### config.mk
export PLATFORM = sky130hd
export DESIGN_NAME = wb_trace_fifo
export DESIGN_NICKNAME = d
export VERILOG_FILES = /design/src/rtl/wb_trace_fifo.sv
export SDC_FILE = /design/constraint.sdc
export NUM_CORES = 1
export LEC_CHECK = 0
export BUFFER_PORTS_ARGS = -buffer_cell sky130_fd_sc_hd__clkbuf_2
export CAP_MARGIN = 20
export CORE_ASPECT_RATIO = 0.5
export CORE_MARGIN = 1.5
export CORE_UTILIZATION = 45
export DETAILED_ROUTE_END_ITERATION = 6
export SLEW_MARGIN = 20
export SYNTH_ARGS = -nofsm -noshare
export SYNTH_HDL_FRONTEND = slang
export SYNTH_SLANG_ARGS = --single-unit
### constraint.sdc
create_clock -name clk -period 19.35 [get_ports clk]
set_input_delay 2.9025 -clock clk [delete_from_list [all_inputs] [get_ports clk]]
set_output_delay 2.9025 -clock clk [all_outputs]
set_load 0.03 [all_outputs]
### src/rtl/wb_trace_fifo.sv
// Writeback trace buffer: queues rd!=x0 writebacks as {pc, rd, data} records; head visible the cycle after capture.
// Drains over out_valid/out_ready; when full without a same-edge pop, records are dropped and counted.
module wb_trace_fifo #(
  parameter int DEPTH = 8,
  parameter int CNT_W = 16
) (
  input  logic                       clk,
  input  logic                       reset,
  input  logic                       wb_e,
  input  logic [4:0]                 wb_a,
  input  logic [31:0]                wb_d,
  input  logic [31:0]                wb_pc,
  input  logic                       dump,
  output logic                       out_valid,
  input  logic                       out_ready,
  output logic [31:0]                out_pc,
  output logic [4:0]                 out_a,
  output logic [31:0]                out_d,
  output logic [$clog2(DEPTH):0]     count,
  output logic                       overflow,
  output logic                       frozen,
  output logic [CNT_W-1:0]           retire_cnt,
  output logic [CNT_W-1:0]           drop_cnt
);
  localparam int AW = $clog2(DEPTH);

  typedef struct packed {
    logic [31:0] pc;
    logic [4:0]  a;
    logic [31:0] d;
  } rec_t;

  typedef enum logic {CAPTURE = 1'b0, FROZEN = 1'b1} state_t;

  state_t state_q, state_d;
  logic   capture_en;

  rec_t          mem_q [DEPTH];
  rec_t          wb_rec;
  rec_t          out_rec_q, out_rec_d;
  logic [AW:0]   wr_ptr_q, wr_ptr_d, rd_ptr_q, rd_ptr_d;
  logic          out_valid_q, out_valid_d;
  logic          overflow_q, overflow_d;
  logic [CNT_W-1:0] retire_cnt_q, retire_cnt_d, drop_cnt_q, drop_cnt_d;
  logic          qualify, full, push, pop, drop;
  logic [AW:0]   count_d;

  always_ff @(posedge clk) begin
    if (!reset) state_q <= CAPTURE;
    else        state_q <= state_d;
  end

  always_comb begin
    state_d = state_q;
    if (state_q == CAPTURE && dump) state_d = FROZEN;
  end

  // dump gates capture on the very edge it is first sampled
  always_comb begin
    frozen     = (state_q == FROZEN);
    capture_en = (state_q == CAPTURE) && !dump;
  end

  assign wb_rec  = '{pc: wb_pc, a: wb_a, d: wb_d};
  assign qualify = capture_en && wb_e && (wb_a != 5'd0);
  assign full    = (wr_ptr_q[AW] != rd_ptr_q[AW]) && (wr_ptr_q[AW-1:0] == rd_ptr_q[AW-1:0]);
  assign pop     = out_valid_q && out_ready;
  assign push    = qualify && (!full || pop);
  assign drop    = qualify && full && !pop;

  always_comb begin
    wr_ptr_d     = push ? wr_ptr_q + (AW+1)'(1) : wr_ptr_q;
    rd_ptr_d     = pop  ? rd_ptr_q + (AW+1)'(1) : rd_ptr_q;
    count_d      = wr_ptr_d - rd_ptr_d;
    out_valid_d  = (count_d != '0);
    overflow_d   = overflow_q || drop;
    retire_cnt_d = retire_cnt_q;
    drop_cnt_d   = drop_cnt_q;
    if (qualify && retire_cnt_q != '1) retire_cnt_d = retire_cnt_q + CNT_W'(1);
    if (drop && drop_cnt_q != '1)      drop_cnt_d   = drop_cnt_q + CNT_W'(1);
    // Head register preloads the next head; bypass when this edge writes that slot
    out_rec_d = out_rec_q;
    if (out_valid_d) begin
      if (push && wr_ptr_q[AW-1:0] == rd_ptr_d[AW-1:0]) out_rec_d = wb_rec;
      else                                              out_rec_d = mem_q[rd_ptr_d[AW-1:0]];
    end
  end

  always_ff @(posedge clk) begin
    if (!reset) begin
      wr_ptr_q     <= '0;
      rd_ptr_q     <= '0;
      out_valid_q  <= 1'b0;
      overflow_q   <= 1'b0;
      retire_cnt_q <= '0;
      drop_cnt_q   <= '0;
      out_rec_q    <= '0;
    end else begin
      wr_ptr_q     <= wr_ptr_d;
      rd_ptr_q     <= rd_ptr_d;
      out_valid_q  <= out_valid_d;
      overflow_q   <= overflow_d;
      retire_cnt_q <= retire_cnt_d;
      drop_cnt_q   <= drop_cnt_d;
      out_rec_q    <= out_rec_d;
    end
  end

  always_ff @(posedge clk) begin
    if (push) mem_q[wr_ptr_q[AW-1:0]] <= wb_rec;
  end

  assign out_valid  = out_valid_q;
  assign out_pc     = out_rec_q.pc;
  assign out_a      = out_rec_q.a;
  assign out_d      = out_rec_q.d;
  assign count      = wr_ptr_q - rd_ptr_q;
  assign overflow   = overflow_q;
  assign retire_cnt = retire_cnt_q;
  assign drop_cnt   = drop_cnt_q;
endmodule
# Word level (Yosys, flattened, before mapping)
# Memory sizes are Yosys's and may differ from the RTL's. A register that Yosys moved wholly into a read port is not among the register bits.
# Cells that the tools add are included.
# word_totals
reg_bits,43
mem_bits_rw,552
output_inout_bits,108
word_cells,42
memories,1
# mem_list
memory,depth,word_bits,rd,rd_clocked_by_memory_dff,write_ports,line_no,text
mem_q,8,69,1,1,1,38,rec_t mem_q [DEPTH];
# classes
addsub,6
eq_ne,4
muxes,4
bitwise,1
n_reduce_logical,19
# op_table
cell,count
"adder 16 x 1 -> 16 bit, second input constant",2
"!= test 16 bit, second input constant",2
logical AND 1 bit,11
"adder 4 x 1 -> 4 bit, second input constant",2
2-to-1 mux 4 bit,2
subtractor 4 bit,2
nonzero test 5 bit,1
zero test 1 bit,4
nonzero test 4 bit,1
equality test 3 bit,1
logical OR 1 bit,2
2-to-1 mux 1 bit,2
!= test 1 bit,1
inverter 1 bit,1

# Longest topological paths before layout
# logic_depth
word_depth,8
ltp_mapped,19
ltp_nobuf,14

# Worst setup path before layout
# Ideal clock, no wire load.
# synth_path
kind,input port to flip-flop
startpoint,input dump
endpoint,"memory mem_q[0][0] in the netlist's numbering, enable pin"
setup_time_ns,0.666
t_arrival_ns,10.013
required_ns,18.684
setup_slack_ns,8.671
path_stages,4
n_path_buf,0
path_cell_list,nor2_1 > o211a_1 > nand2b_1 > nor4_1
# synth_between
elab_chain_len,7
# synth_rtl
element,line_no,text
from (decl),13,"input logic dump,"
zero test 1 bit,61,capture_en = (state_q == CAPTURE) && !dump;
logical AND 1 bit,61,
logical AND 1 bit (2 in series),65,assign qualify = capture_en && wb_e && (wb_a != 5'd0);
logical AND 1 bit,68,assign push = qualify && (!full || pop);
2-to-1 mux 1 bit,110,if (push) mem_q[wr_ptr_q[AW-1:0]] <= wb_rec;
2-to-1 mux 1 bit (not written as such),110,
to (decl),38,
# Every way passes these cells.

# Worst setup path in the final report
# layout_path
startpoint,input out_ready
endpoint,"register, netlist name out_d[15]"
# layout_between
elab_chain_len,6
elab_cells_between_ends,7
cone_classes,add/sub: 1; mux: 2; reduce/logical: 4
# layout_rtl
element,line_no,text
from (decl),15,"input logic out_ready,"
logical AND 1 bit *,67,assign pop = out_valid_q && out_ready;
logical OR 1 bit,68,
logical AND 1 bit,68,
2-to-1 mux 4 bit,72,wr_ptr_d = push ? wr_ptr_q + (AW+1)'(1) : wr_ptr_q;
subtractor 4 bit,74,count_d = wr_ptr_d - rd_ptr_d;
nonzero test 4 bit,75,out_valid_d = (count_d != '0);
# Mark *: on every way between the ends. The rest lies on a longest branch, timed or not.
# A chain may end at the register's enable or synchronous reset.

==> results_dict.tcl <==
set metrics [dict create \
    run_status "finished clean" \
    io_pins 182 \
    fin_crit_ns 6.601 \
    fillerInstances 4814 \
    overflow 0 \
    min_to "overflow" \
    cts_tree "done" \
    synth.distinct_cells 48 \
    hold_start "overflow" \
    holdBufCountCts 0 \
    ir_drop_mv 0.07431 \
    root_buffer "clkbuf_16" \
    globalplace.congestion 0.7866 \
    arrival_ns 7.13 \
    ys_warn_count 0 \
    drive_gt1_frac 0.1962 \
    ys.flop_type "edfxtp_1" \
    die_area_um2 60580 \
    grt_use_total 0.2150 \
    htreeDepth 2 \
    required_ns 19.88 \
    clock_skew_ns 0.02405 \
    worstHoldPathCells 2 \
    grt_first_pass_wirelength_um 100800 \
    clock_latency_ns 0.61 \
    core_area_um2 57870 \
    dp_cells 2640 \
    cp_slowest_stage_delay_ns 0.79 \
    dp_hpwl_um 32040 \
    routed_wl_um 66040 \
    drc 0 \
    syn_area_um2 26560 \
    drt-initial-drc-count 1666 \
    cp_max_fo 65 \
    setup_tns_ns 0 \
    hold_viol_final 0 \
    fin_nets 2018 \
    reg2regPathDepth 15 \
    fmax_mhz 151.5 \
    cts.sinks 664 \
    synthTopCellsByCount "552 x edfxtp_1, 281 x and3_1, 277 x a211oi_1" \
    area_delta_synth_final_pct 13.12 \
    portBuffers 181 \
    synth.most_common_cell "edfxtp_1" \
    wl_per_cell_um 24.00 \
    powerDensity_nw_per_um2 119.9 \
    drv_slew 0 \
    yosysTopAreaCell "edfxtp_1" \
    ctsResizeCount 0 \
    synthesis.nets 1898 \
    row_count 62 \
    grt_max_degree 215 \
    critPathCaptureType "flop" \
    setup_viol 0 \
    regArea_um2 18820 \
    fp.dieH_um 174.8 \
    clk_path_buf_depth 3 \
    detail-route-antenna-nets 0 \
    startpoint_type "input pin" \
    slew_headroom 0.1377 \
    worstPathCellList "clkbuf_2, a21bo_4, nand2_4, ha_1, nor2b_1, xnor2_1, or2_2, a2111oi_2, o21a_4, buf_4, a22o_1" \
    synth_area_leaders "edfxtp_1 62%, dfxtp_1 8.4%, a211oi_1 7.8%" \
    r2r_end "out_d[15]" \
    min_path_type "flop to flop" \
    worstSetupPathType "input pin to flop" \
    yosys.area.top_type_share 0.6240 \
    vias_per_cell 5.966 \
    leakage_nw 10.41 \
    synth-seq-cells 664 \
    cp_slowest_cell "buf_4" \
    multi_input_area_um2 7199 \
    worstReg2RegStart "rd_ptr_q[2]" \
    antenna_found_initial 1 \
    path_depth 11 \
    grt_setup_unrepaired "no" \
    fin_cells 2752 \
    worst_slew_pin_slew_ns 1.293 \
    synth-edff-count 552 \
    cts_inserted_buffers 59 \
    grt_pass1_vias 16280 \
    holdWs_ns 0.4734 \
    clk_pin_slew_ns 0.07 \
    ys_seq_area_frac 0.7084 \
    netlist_instances 1813 \
    vias 16420 \
    critPathTopFamily "compound AO/OA/AOI/OAI gates" \
    critPathBufInv 2 \
    post_cts_buffers 0 \
    die_x_um 346.6 \
    start_util 0.4590 \
    rrSetupSlack_ns 14.46 \
    first_pass_iters 5 \
    finalCritPeriodShare 0.3411 \
    finalPower_mw 3.602 \
    async_reset_ff_frac 0 \
    max_cap_viol_count 0 \
    synth_area_per_cell_um2 14.65 \
]
## state kept, by name (all words and copies together), names as in the netlist
signal      cells
frozen          1
retire_cnt     16
rd_ptr_q        4
wr_ptr_q        4
out_pc         32
out_a           5
out_valid       1
drop_cnt       16
overflow        1
out_d          32
mem_q         552
## power by group
part	switching (mW)	internal, mW	total [mW]
registers	0.0578	1.63	1.68
logic	0.523	0.262	0.785
clock network	0.513	0.621	1.13
total	1.09	2.51	3.60
## per-layer routing
| metal | global-route usage | vias to the layer above | wire length, um |
|---|---|---|---|
| li1 | - | 7534 | - |
| met1 | 0.3101 | 8414 | 30630 |
| met2 | 0.3472 | 385 | 31130 |
| met3 | 0.03023 | 85 | 3101 |
| met4 | 0.04989 | 0 | 1173 |
| met5 | 0 | - | 0 |
## cell usage in the layout (no fill, tap or decap), types with 3 or more instances in the layout
cell and instances:
or3_1 12, and4_1 3, edfxtp_1 552, nor2_1 35, nor2_4 3, nand2_1 23
and2_1 6, dfxtp_1 112, clkbuf_2 181, xor2_1 13, inv_1 14, a21oi_1 18
clkbuf_1 10, clkbuf_8 8, nor4_1 71, a211oi_1 277, clkinv_1 13, mux2_2 69
nand4_1 14, clkbuf_16 61, xnor2_1 17, nand3_1 12, a22o_1 69, and3_1 281
clkinv_2 14, o21ai_0 14, buf_4 27, nor3_2 3, ha_1 10
## tightest hold or removal path, cell delays in order (launching register included)
cell,delay (ns)
dfxtp_1,0.33
nor2_1,0.05
nor2_1,0.07
## logic make-up after synthesis
logic type	after synthesis	synth area share
flip-flops	664	0.7084
XOR/XNOR	30	0.009892
AND/OR/NAND/NOR	478	0.1067
buffers and inverters	165	0.02638
adder cells (fa/ha/maj)	11	0.005464
multiplexers	70	0.02963
AO/OA/AOI/OAI	395	0.1135
## metrics by stage
step	setup slack [ns]	utilization	cell area, um2
6_report	12.75	0.5192	30050
3_5_place_dp	12.19	0.4868	28170
3_3_place_gp	12.23	0.4868	28170
5_1_grt	12.48	0.5192	30050
2_1_floorplan	8.671	-	26560
4_1_cts	12.79	0.5191	30040
## cell type report
cell class,count,area share
Clock buffer,80,0.05596
Sequential cell,664,0.6262
Timing Repair Buffer,210,0.03822
Multi-Input combinational cell,984,0.2396
Tap cell,768,0.03198
Inverter,14,0.001749
Clock inverter,31,0.006163
Antenna cell,1,0.00008328
## worst max path at each step
stage          startpoint           to
2_1_floorplan        dump  mem_q[0][0]
4_1_cts         out_ready    out_d[21]
5_1_grt           wb_a[1]    out_d[11]
6_report        out_ready    out_d[15]
3_5_place_dp    out_ready    out_d[21]
3_3_place_gp    out_ready    out_d[15]
Note: power is estimated with default switching activity, not from simulation.
